[config.mk]
export PLATFORM = sky130hd
export DESIGN_NAME = seq_detector
export DESIGN_NICKNAME = d
export VERILOG_FILES = /design/src/rtl/seq_det_pkg.sv /design/src/rtl/sat_counter.sv /design/src/rtl/seq_detector.sv
export SDC_FILE = /design/constraint.sdc
export NUM_CORES = 1
export LEC_CHECK = 0
export ABC_AREA = 1
export CAP_MARGIN = 15
export CORE_ASPECT_RATIO = 0.6
export CORE_MARGIN = 2
export CORE_UTILIZATION = 35
export CTS_BUF_LIST = sky130_fd_sc_hd__clkbuf_2 sky130_fd_sc_hd__clkbuf_4 sky130_fd_sc_hd__clkbuf_8
export CTS_CLUSTER_SIZE = 24
export DETAILED_ROUTE_END_ITERATION = 8
export PLACE_DENSITY = 0.63
export SYNTH_ARGS = -nofsm -noshare
export SYNTH_HDL_FRONTEND = slang
export SYNTH_SLANG_ARGS = --single-unit
[constraint.sdc]
create_clock -name clock -period 1.75 [get_ports clock]
set_input_delay 0.2625 -clock clock [delete_from_list [all_inputs] [get_ports clock]]
set_output_delay 0.2625 -clock clock [all_outputs]
set_load 0.01 [all_outputs]
[src/rtl/seq_det_pkg.sv]
// Shared definitions for the serial pattern detector: FSM encoding and
// legal pattern-length bounds.
package seq_det_pkg;

    localparam int unsigned PAT_LEN_MIN = 2;
    localparam int unsigned PAT_LEN_MAX = 16;

    typedef enum logic [1:0] {
        IDLE    = 2'd0,
        FILLING = 2'd1,
        ARMED   = 2'd2
    } state_t;

endpackage

[src/rtl/sat_counter.sv]
// Saturating up-counter with synchronous clear; holds at all-ones.
module sat_counter #(
    parameter int unsigned WIDTH = 8
) (
    input  logic             clock,
    input  logic             reset_n,
    input  logic             inc,
    input  logic             clr,
    output logic [WIDTH-1:0] count
);

    localparam logic [WIDTH-1:0] MAX_VAL = '1;

    always_ff @(posedge clock or negedge reset_n) begin
        if (!reset_n) begin
            count <= '0;
        end else if (clr) begin
            count <= '0;
        end else if (inc && (count != MAX_VAL)) begin
            count <= count + WIDTH'(1);
        end
    end

endmodule

[src/rtl/seq_detector.sv]
// Serial pattern detector with loadable pattern and overlap control.
// Define SEQ_DET_COUNT_EN to add the saturating match_count output.
module seq_detector
    import seq_det_pkg::*;
#(
    parameter int unsigned PAT_LEN = 5,
    parameter int unsigned CNT_W   = 8
) (
    input  logic               clock,
    input  logic               reset_n,
    input  logic               data_in,
    input  logic               data_valid,
    input  logic [PAT_LEN-1:0] pattern,
    input  logic               pattern_load,
    input  logic               overlap_en,
`ifdef SEQ_DET_COUNT_EN
    output logic               found_flag,
    output logic [CNT_W-1:0]   match_count
`else
    output logic               found_flag
`endif
);

    localparam int unsigned          FILL_W   = $clog2(PAT_LEN + 1);
    localparam logic [FILL_W-1:0]    FILL_ARM = FILL_W'(PAT_LEN - 1);
    localparam logic [FILL_W-1:0]    FILL_MAX = FILL_W'(PAT_LEN);

    if ((PAT_LEN < PAT_LEN_MIN) || (PAT_LEN > PAT_LEN_MAX) || (CNT_W == 0)) begin : g_bad_param
        $error("seq_detector: PAT_LEN or CNT_W out of range");
    end

    state_t             state, state_nxt;
    logic [FILL_W-1:0]  fill, fill_nxt, fill_inc;
    logic [PAT_LEN-1:0] window, window_nxt, shifted;
    logic [PAT_LEN-1:0] pat_reg, pat_nxt;
    logic               found_nxt;
    logic               match;

    always_ff @(posedge clock or negedge reset_n) begin
        if (!reset_n) begin
            state      <= IDLE;
            fill       <= '0;
            window     <= '0;
            pat_reg    <= '0;
            found_flag <= 1'b0;
        end else begin
            state      <= state_nxt;
            fill       <= fill_nxt;
            window     <= window_nxt;
            pat_reg    <= pat_nxt;
            found_flag <= found_nxt;
        end
    end

    // ARMED means a full window; one bit short also qualifies since this bit completes it
    always_comb begin
        state_nxt  = state;
        fill_nxt   = fill;
        window_nxt = window;
        pat_nxt    = pat_reg;
        found_nxt  = 1'b0;

        shifted  = {window[PAT_LEN-2:0], data_in};
        fill_inc = (state == ARMED) ? fill : fill + FILL_W'(1);
        match    = (shifted == pat_reg) && ((state == ARMED) || (fill == FILL_ARM));

        if (pattern_load) begin
            pat_nxt    = pattern;
            window_nxt = '0;
            fill_nxt   = '0;
        end else if (data_valid) begin
            window_nxt = shifted;
            found_nxt  = match;
            fill_nxt   = (match && !overlap_en) ? '0 : fill_inc;
        end

        if (fill_nxt == '0) begin
            state_nxt = IDLE;
        end else if (fill_nxt == FILL_MAX) begin
            state_nxt = ARMED;
        end else begin
            state_nxt = FILLING;
        end
    end

`ifdef SEQ_DET_COUNT_EN
    // Counts at the same edge that raises found_flag
    sat_counter #(
        .WIDTH (CNT_W)
    ) u_match_cnt (
        .clock   (clock),
        .reset_n (reset_n),
        .inc     (found_nxt),
        .clr     (pattern_load),
        .count   (match_count)
    );
`endif

endmodule

## Yosys cells after proc, flatten, opt, wreduce, memory -nomap -nowiden

Cells that the tools add are included.

| word-level totals | value |
|---|---|
| bits in registers | 15 |
| logic and storage cells | 26 |
| input bits | 11 |

| cells by class | value |
|---|---|
| add/subtract/negate cells | 1 |
| eq/ne operators | 4 |
| reduce and logical (&&, ||, !) cells | 6 |
| mux-type cells | 10 |

Operators with widths:

| operator | number |
|---|---|
| 3-bit 2-to-1 mux | 4 |
| 4-bit 2-to-1 mux | 2 |
| 3-bit == test, second input constant | 2 |
| 5-bit == test | 1 |
| 2-bit 2-to-1 mux | 2 |
| 3-bit by 1-bit adder with 3-bit output, second input constant | 1 |
| 3-bit logical NOT | 1 |
| 2-bit == test, second input constant | 1 |
| 1-bit logical AND | 2 |
| 1-bit 2-to-1 mux | 2 |
| 2-bit nonzero test | 1 |
| 1-bit logical NOT | 1 |
| 1-bit logical OR | 1 |

## Longest topological paths before layout

Gate-level depths: netlist (run 1).

| depth | value |
|---|---|
| depth after elaboration | 10 |
| gate-level depth with buffers | 9 |
| depth with buffers taken out | 9 |

## Worst setup path after synthesis (run 1)

Ideal clock, no wire load.

| path | value |
|---|---|
| kind | register to register |
| from | reg fill[0] |
| to | reg state[0] |
| slack | 0.530 ns |
| buffers on the path | 0 |
| stages on the path, launching flop included | 10 |
| period minus slack after synthesis | 1.220 ns |
| data required time | 1.626 ns |
| library setup time | 0.124 ns |
| data arrival time | 1.096 ns |
| cells stage by stage | dfrtp_1 inv_1 ha_1 nand2_1 nand2_1 nand2_1 nor2_2 nand3_2 o211ai_1 nand2_1 |

| on the way | value |
|---|---|
| word-level cells in the longest chain between the ends | 10 |
| elaborated cells on any way between the ends | 13 |
| those cells by class | add/sub (1); eq/ne (2); mux (6); reduce/logical (4) |

RTL lines:

| element | RTL line | RTL |
|---|---|---|
| start, declared | seq_detector.sv:33 | `logic [FILL_W-1:0] fill, fill_nxt, fill_inc;` |
| start signal, assigned | seq_detector.sv:48 | `fill <= fill_nxt;` |
| branches (longest 5 deep; another with 3-bit by 1-bit adder with 3-bit output) | - |  |
| 3-bit 2-to-1 mux (*) | seq_detector.sv:71 | `end else if (data_valid) begin` |
| 3-bit 2-to-1 mux (*) | seq_detector.sv:67 | `if (pattern_load) begin` |
| 3-bit == test | seq_detector.sv:79 | `end else if (fill_nxt == FILL_MAX) begin` |
| 2-bit 2-to-1 mux | seq_detector.sv:79 |  |
| 2-bit 2-to-1 mux (*) | seq_detector.sv:77 | `if (fill_nxt == '0) begin` |
| named net state_nxt[0] | seq_detector.sv:32 | `state_t state, state_nxt;` |
| end signal, assigned | seq_detector.sv:47 | `state <= state_nxt;` |
| end, declared | seq_detector.sv:32 |  |

Mark *: on every way through the listed nets, which the timed path passes.
A chain may end at the register's enable or synchronous reset.

## Worst setup path after layout (run 1)

| path | value |
|---|---|
| from | in data_valid |
| to | reg state[0] |

| on the way | value |
|---|---|
| word-level cells in the longest chain between the ends | 5 |
| elaborated cells on any way between the ends | 6 |
| those cells by class | eq/ne (1); mux (4); reduce/logical (1) |

RTL lines:

| element | RTL line | RTL |
|---|---|---|
| start, declared | seq_detector.sv:12 | `input logic data_valid,` |
| 3-bit 2-to-1 mux (*) | seq_detector.sv:71 |  |
| 3-bit 2-to-1 mux (*) | seq_detector.sv:67 |  |
| 3-bit == test | seq_detector.sv:79 |  |
| 2-bit 2-to-1 mux | seq_detector.sv:79 |  |
| 2-bit 2-to-1 mux (*) | seq_detector.sv:77 |  |
| named net state_nxt[0] | seq_detector.sv:32 |  |

Mark *: on every way through the listed nets, which the timed path passes. The rest lies on a longest branch.

==> flow_summary.ini, run 1 <==
[global_routing]
grt_antenna_before_repair = 0
grt_max_degree = 11
grt_pass1_vias = 602
track_usage = 0.140
grt_pass1_wl_um = 2620
overflow = 0

[clock_tree]
ctsHoldBuffers = 0
numClockSinks = 15
cts_resized = 0
post_cts_buffers = 0
cts_buffer_depth = 2
cts_tree = built
clk_latency_ns = 0.24
root_buffer = clkbuf_8
htree_levels = 1
clk_pin_slew_ns = 0.06
cts-buffers-inserted = 3

[setup_path]
crit_path_end_kind = register
cp-start-kind = input port
worstSetupPathType = in -> reg
worstSetupEndpoint = state[0]
r2r_cells = 9
cp_max_fo = 7
r2r_slack_ns = 0.39
critPathLaunch = data_valid
crit_arrival_ns = 1.56
reg2reg_from = fill[0]
r2r_end = state[0]
cp_data_required_time_ns = 1.88

[timing]
setup_tns_ns = 0
hold_violations = 0
post-route-period-util = 0.821
fmax_mhz = 696
whs_ns = 0.283
setup_violations = 0
max_slew_margin = 0.774
min_period_ns = 1.44
worst_slew_pin_slew_ns = 0.338
report.final.slew_viol_count = 0
rsz0062_at_grt = no
finalClockSkew_ns = 0.00233

[worst_hold_path]
hold_class = in -> async

[synth]
synth_warnings = 0
synth_nets = 115
ys_seq_area_frac = 0.485
ys_seq_elements = 15
synth_cell_type_count = 17
synth_area_um2 = 774
syn_avg_cell_area_um2 = 7.59
synth_cells = 102

[route]
num_vias = 667
drc = 0
viasPerCell = 4.51
routed_wl_um = 1510
postRouteAntennaNets = 0
wl_per_cell_um = 10.2
dr.pass1.iters = 4
drt_iter0_markers = 28

[status]
status = complete, no violations

[die]
initial_core_util = 0.363
die_area_um2 = 2620
core-area_um2 = 2130
die_y_um = 40.4
io_pins = 12
rows = 13
die_w_um = 64.7

[placed_design]
place_congestion = 0.827
dpl.hpwl_um = 1200
io_buffer_count = 11

[layout]
area_delta_synth_final_pct = 26.8
n_antenna_cell = 0
final_cell_mix = nand2_1 (32), inv_1 (20), dfrtp_1 (15)
final_common_cell = nand2_1
drive_above_1_share = 0.0847
largest_reg_flops = 5
nets = 132

[power]
p_per_area_nw_per_um2 = 801
power.leakage_nw = 0.519
vdd_drop_max_mv = 0.418

[run]
cap_violations = 0
[per-layer routing]
metal / vias to the layer above / global-route usage / wire length (um)
li1: 348 / - / -
met1: 288 / 0.194 / 820
met2: 29 / 0.198 / 559
met3: 2 / 0.0421 / 106
met4: 0 / 0.0745 / 19
met5: - / 0 / 0
[cell type report]
cell class	count	area, um^2
Clock buffer	4	48.8
Fill cell	219	1150
Inverter	21	78.8
Multi-Input combinational cell	65	317
Sequential cell	15	375
Tap cell	30	37.5
Timing Repair Buffer	13	125
[cells by family after synthesis]
| kind of cell | synth area share |
|---|---|
| buf+inv | 0.107 |
| flops | 0.485 |
| fa+ha+maj | 0.0323 |
| compound gates | 0.107 |
| simple gates | 0.258 |
| xor+xnor | 0.0113 |
[cell usage after synthesis]
library cell	n	area, um^2
nand2_1	32	120
inv_1	20	75.1
dfrtp_1	15	375
nand3_1	7	35.0
nor2_1	6	22.5
o21ai_0	5	25.0
a21oi_1	3	15.0
o22ai_1	3	18.8
ha_1	2	25.0
o211ai_1	2	15.0
a21oi_2	1	8.76
clkbuf_1	1	3.75
inv_2	1	3.75
nand3_2	1	10.0
nand4_1	1	6.26
nor2_2	1	6.26
xor2_1	1	8.76
[worst max-delay path, stage by stage]
cell	delay (ns)
clkdlybuf4s50_1	0.62
inv_2	0.09
a21oi_2	0.11
nand2_1	0.07
nor2_2	0.11
nand3_2	0.12
o211ai_1	0.11
nand2_1	0.07
[metrics by stage]
step                      cell area, um^2   util  cells  worst slack (ns)  power (W)
after detailed placement              933  0.438    144            0.0760   0.000502
final                                 982  0.461    148             0.314   0.000786
after CTS                             982  0.461    148             0.324   0.000799
after global routing                  982  0.461    148             0.191   0.000833
after global placement                933  0.438    144             0.138   0.000500
after floorplan                       774      -    102             0.530   0.000451
[how the worst min path moves through the flow]
stage               start         end  slack [ns]
2_1_floorplan     reset_n     fill[0]       -0.03
3_3_place_gp   pat_reg[4]  pat_reg[4]        0.49
3_5_place_dp   pat_reg[4]  pat_reg[4]        0.50
4_1_cts           reset_n  pat_reg[3]        0.29
5_1_grt           reset_n  pat_reg[3]        0.31
6_report          reset_n  pat_reg[3]        0.28
[power breakdown]
group / switching (W) / internal [W]
logic: 0.0000643 / 0.0000515
registers: 0.0000117 / 0.000368
clock network: 0.000114 / 0.000176
Power figures use the tool's default switching activity.
==> inputs of run 2 (changes only) <==
--- a/config.mk
+++ b/config.mk
@@ -13,7 +13,7 @@
 export CTS_BUF_LIST = sky130_fd_sc_hd__clkbuf_2 sky130_fd_sc_hd__clkbuf_4 sky130_fd_sc_hd__clkbuf_8
 export CTS_CLUSTER_SIZE = 24
 export DETAILED_ROUTE_END_ITERATION = 8
-export PLACE_DENSITY = 0.63
+export PLACE_DENSITY = 0.65
 export SYNTH_ARGS = -nofsm -noshare
 export SYNTH_HDL_FRONTEND = slang
 export SYNTH_SLANG_ARGS = --single-unit
==> constraint.sdc (replaced) <==
create_clock -name clock -period 1.2 [get_ports clock]
set_input_delay 0.18 -clock clock [delete_from_list [all_inputs] [get_ports clock]]
set_output_delay 0.18 -clock clock [all_outputs]
set_load 0.01 [all_outputs]
==> run 2 against run 1 <==
Effect of this change: the flow now finishes with violations (negative setup slack); routed wire length is 29% higher; hold slack got worse by 0.039 ns; die area stayed put.
==> flow_summary.ini, run 2 (synthesis results as in run 1) <==
[status]
violations = negative setup slack
status = finished with violations

[layout]
multiInputGateArea_um2 = 388
drive_above_1_share = 0.328
n_antenna_cell = 0
final_cell_mix = nand2_1 (25), inv_1 (15), dfrtp_1 (15)
fillers = 192
fin_util = 0.543
nets = 145
final_common_cell = nand2_1
largest_reg_flops = 5
regArea_um2 = 375
area_delta_synth_final_pct = 49.3

[placed_design]
place_congestion = 0.792
dpl.hpwl_um = 1300
io_buffer_count = 11

[clock_tree]
numClockSinks = 15
cts_buffer_depth = 2
clk_latency_ns = 0.25
clk_pin_slew_ns = 0.06
ctsHoldBuffers = 0
htree_levels = 1
cts-buffers-inserted = 3
root_buffer = clkbuf_8
cts_tree = built

[route]
routed_wl_um = 1940
num_vias = 724
dr.pass1.iters = 5
viasPerCell = 4.50
drc = 0
drt_iter0_markers = 18
postRouteAntennaNets = 0
wl_per_cell_um = 12.0

[timing]
fmax_mhz = 735
max_slew_margin = 0.836
post-route-period-util = 1.13
worst_slew_pin_slew_ns = 0.245
finalClockSkew_ns = 0.00438
hold_violations = 0
min_period_ns = 1.36
setup_violations = 5
report.final.slew_viol_count = 0
rsz0062_at_grt = yes
whs_ns = 0.244
setup_tns_ns = -0.377
setup_ws_ns = -0.160

[power]
vdd_drop_max_mv = 0.606
power.leakage_nw = 0.594
p_per_area_nw_per_um2 = 1070
power.total_w = 0.00124

[die]
die_w_um = 64.7
rows = 13
io_pins = 12
core-area_um2 = 2130
die_area_um2 = 2620
die_y_um = 40.4
initial_core_util = 0.363

[worst_hold_path]
hold_class = in -> async

[global_routing]
grt_pass1_wl_um = 2930
overflow = 0
grt_pass1_vias = 647
track_usage = 0.158
grt_antenna_before_repair = 0
grt_max_degree = 16

[setup_path]
cp-start-kind = register
crit_path_end_kind = register
worstSetupPathType = reg -> reg
reg2reg_from = fill[0]
crit_arrival_ns = 1.49
cp_data_required_time_ns = 1.33
critPathLaunch = fill[0]
cp_max_fo = 2

[run]
cap_violations = 0
[run 2: changes by cell type in the layout (fill, tap and decap cells not counted), moves of 2 or more]
cell | previous run | this run
nor2_4 | 0 | 2
inv_1 | 20 | 15
nor2_2 | 1 | 3
buf_4 | 2 | 14
nand2_2 | 0 | 7
nand2_1 | 32 | 25
clkdlybuf4s50_1 | 11 | 9
nand3_1 | 7 | 5
inv_2 | 1 | 6
nor2_1 | 6 | 2
[run 2: power by group]
group          switching, W  internal, W
registers         0.0000163     0.000537
clock network      0.000173     0.000258
logic              0.000129     0.000124
[run 2: layer usage]
layer	routed length [um]	global-route usage	up-vias
met5	0	0	-
met4	24	0.0426	0
met3	130	0.0618	4
met2	898	0.260	24
met1	883	0.199	321
li1	-	-	375
[run 2: critical path: stages, from the launching register on]
cell	delay, ns
dfrtp_1	0.38
buf_4	0.14
buf_4	0.12
nand3_1	0.11
nand3_1	0.12
o211ai_1	0.27
nand2_1	0.09
[run 2: area by class of cell]
class,count,share of cell area
flip-flops and latches,15,0.325
repair buffers,26,0.197
multi-input cells,65,0.335
inverters,21,0.0682
clock buffers,4,0.0422
well taps,30,0.0325
[run 2: final timing paths]
path                                   end  depth (start not counted)  slack, ns
worst min register to register  pat_reg[4]                          2       0.49
worst min-delay path             window[3]                          2       0.24
max in group asynchronous       pat_reg[4]                          2       0.78
worst max-delay path              state[0]                          6      -0.16
worst max register to register    state[0]                          6      -0.16
min in group clock              pat_reg[4]                          3       0.47
[run 2: what timing repair did]
item	in CTS	in global routing
resized for setup	10	17
pin swaps	5	6
endpoints found under the setup margin	7	6
setup buffers	4	1
[run 2: metrics by stage]
| step | cell area, um^2 | cells | setup slack (ns) |
|---|---|---|---|
| floorplan | 774 | 102 | -0.0196 |
| global placement | 1000 | 153 | -0.311 |
| detailed placement | 1000 | 153 | -0.347 |
| CTS | 1100 | 161 | -0.131 |
| global route | 1160 | 161 | -0.205 |
| finish | 1160 | 161 | -0.160 |
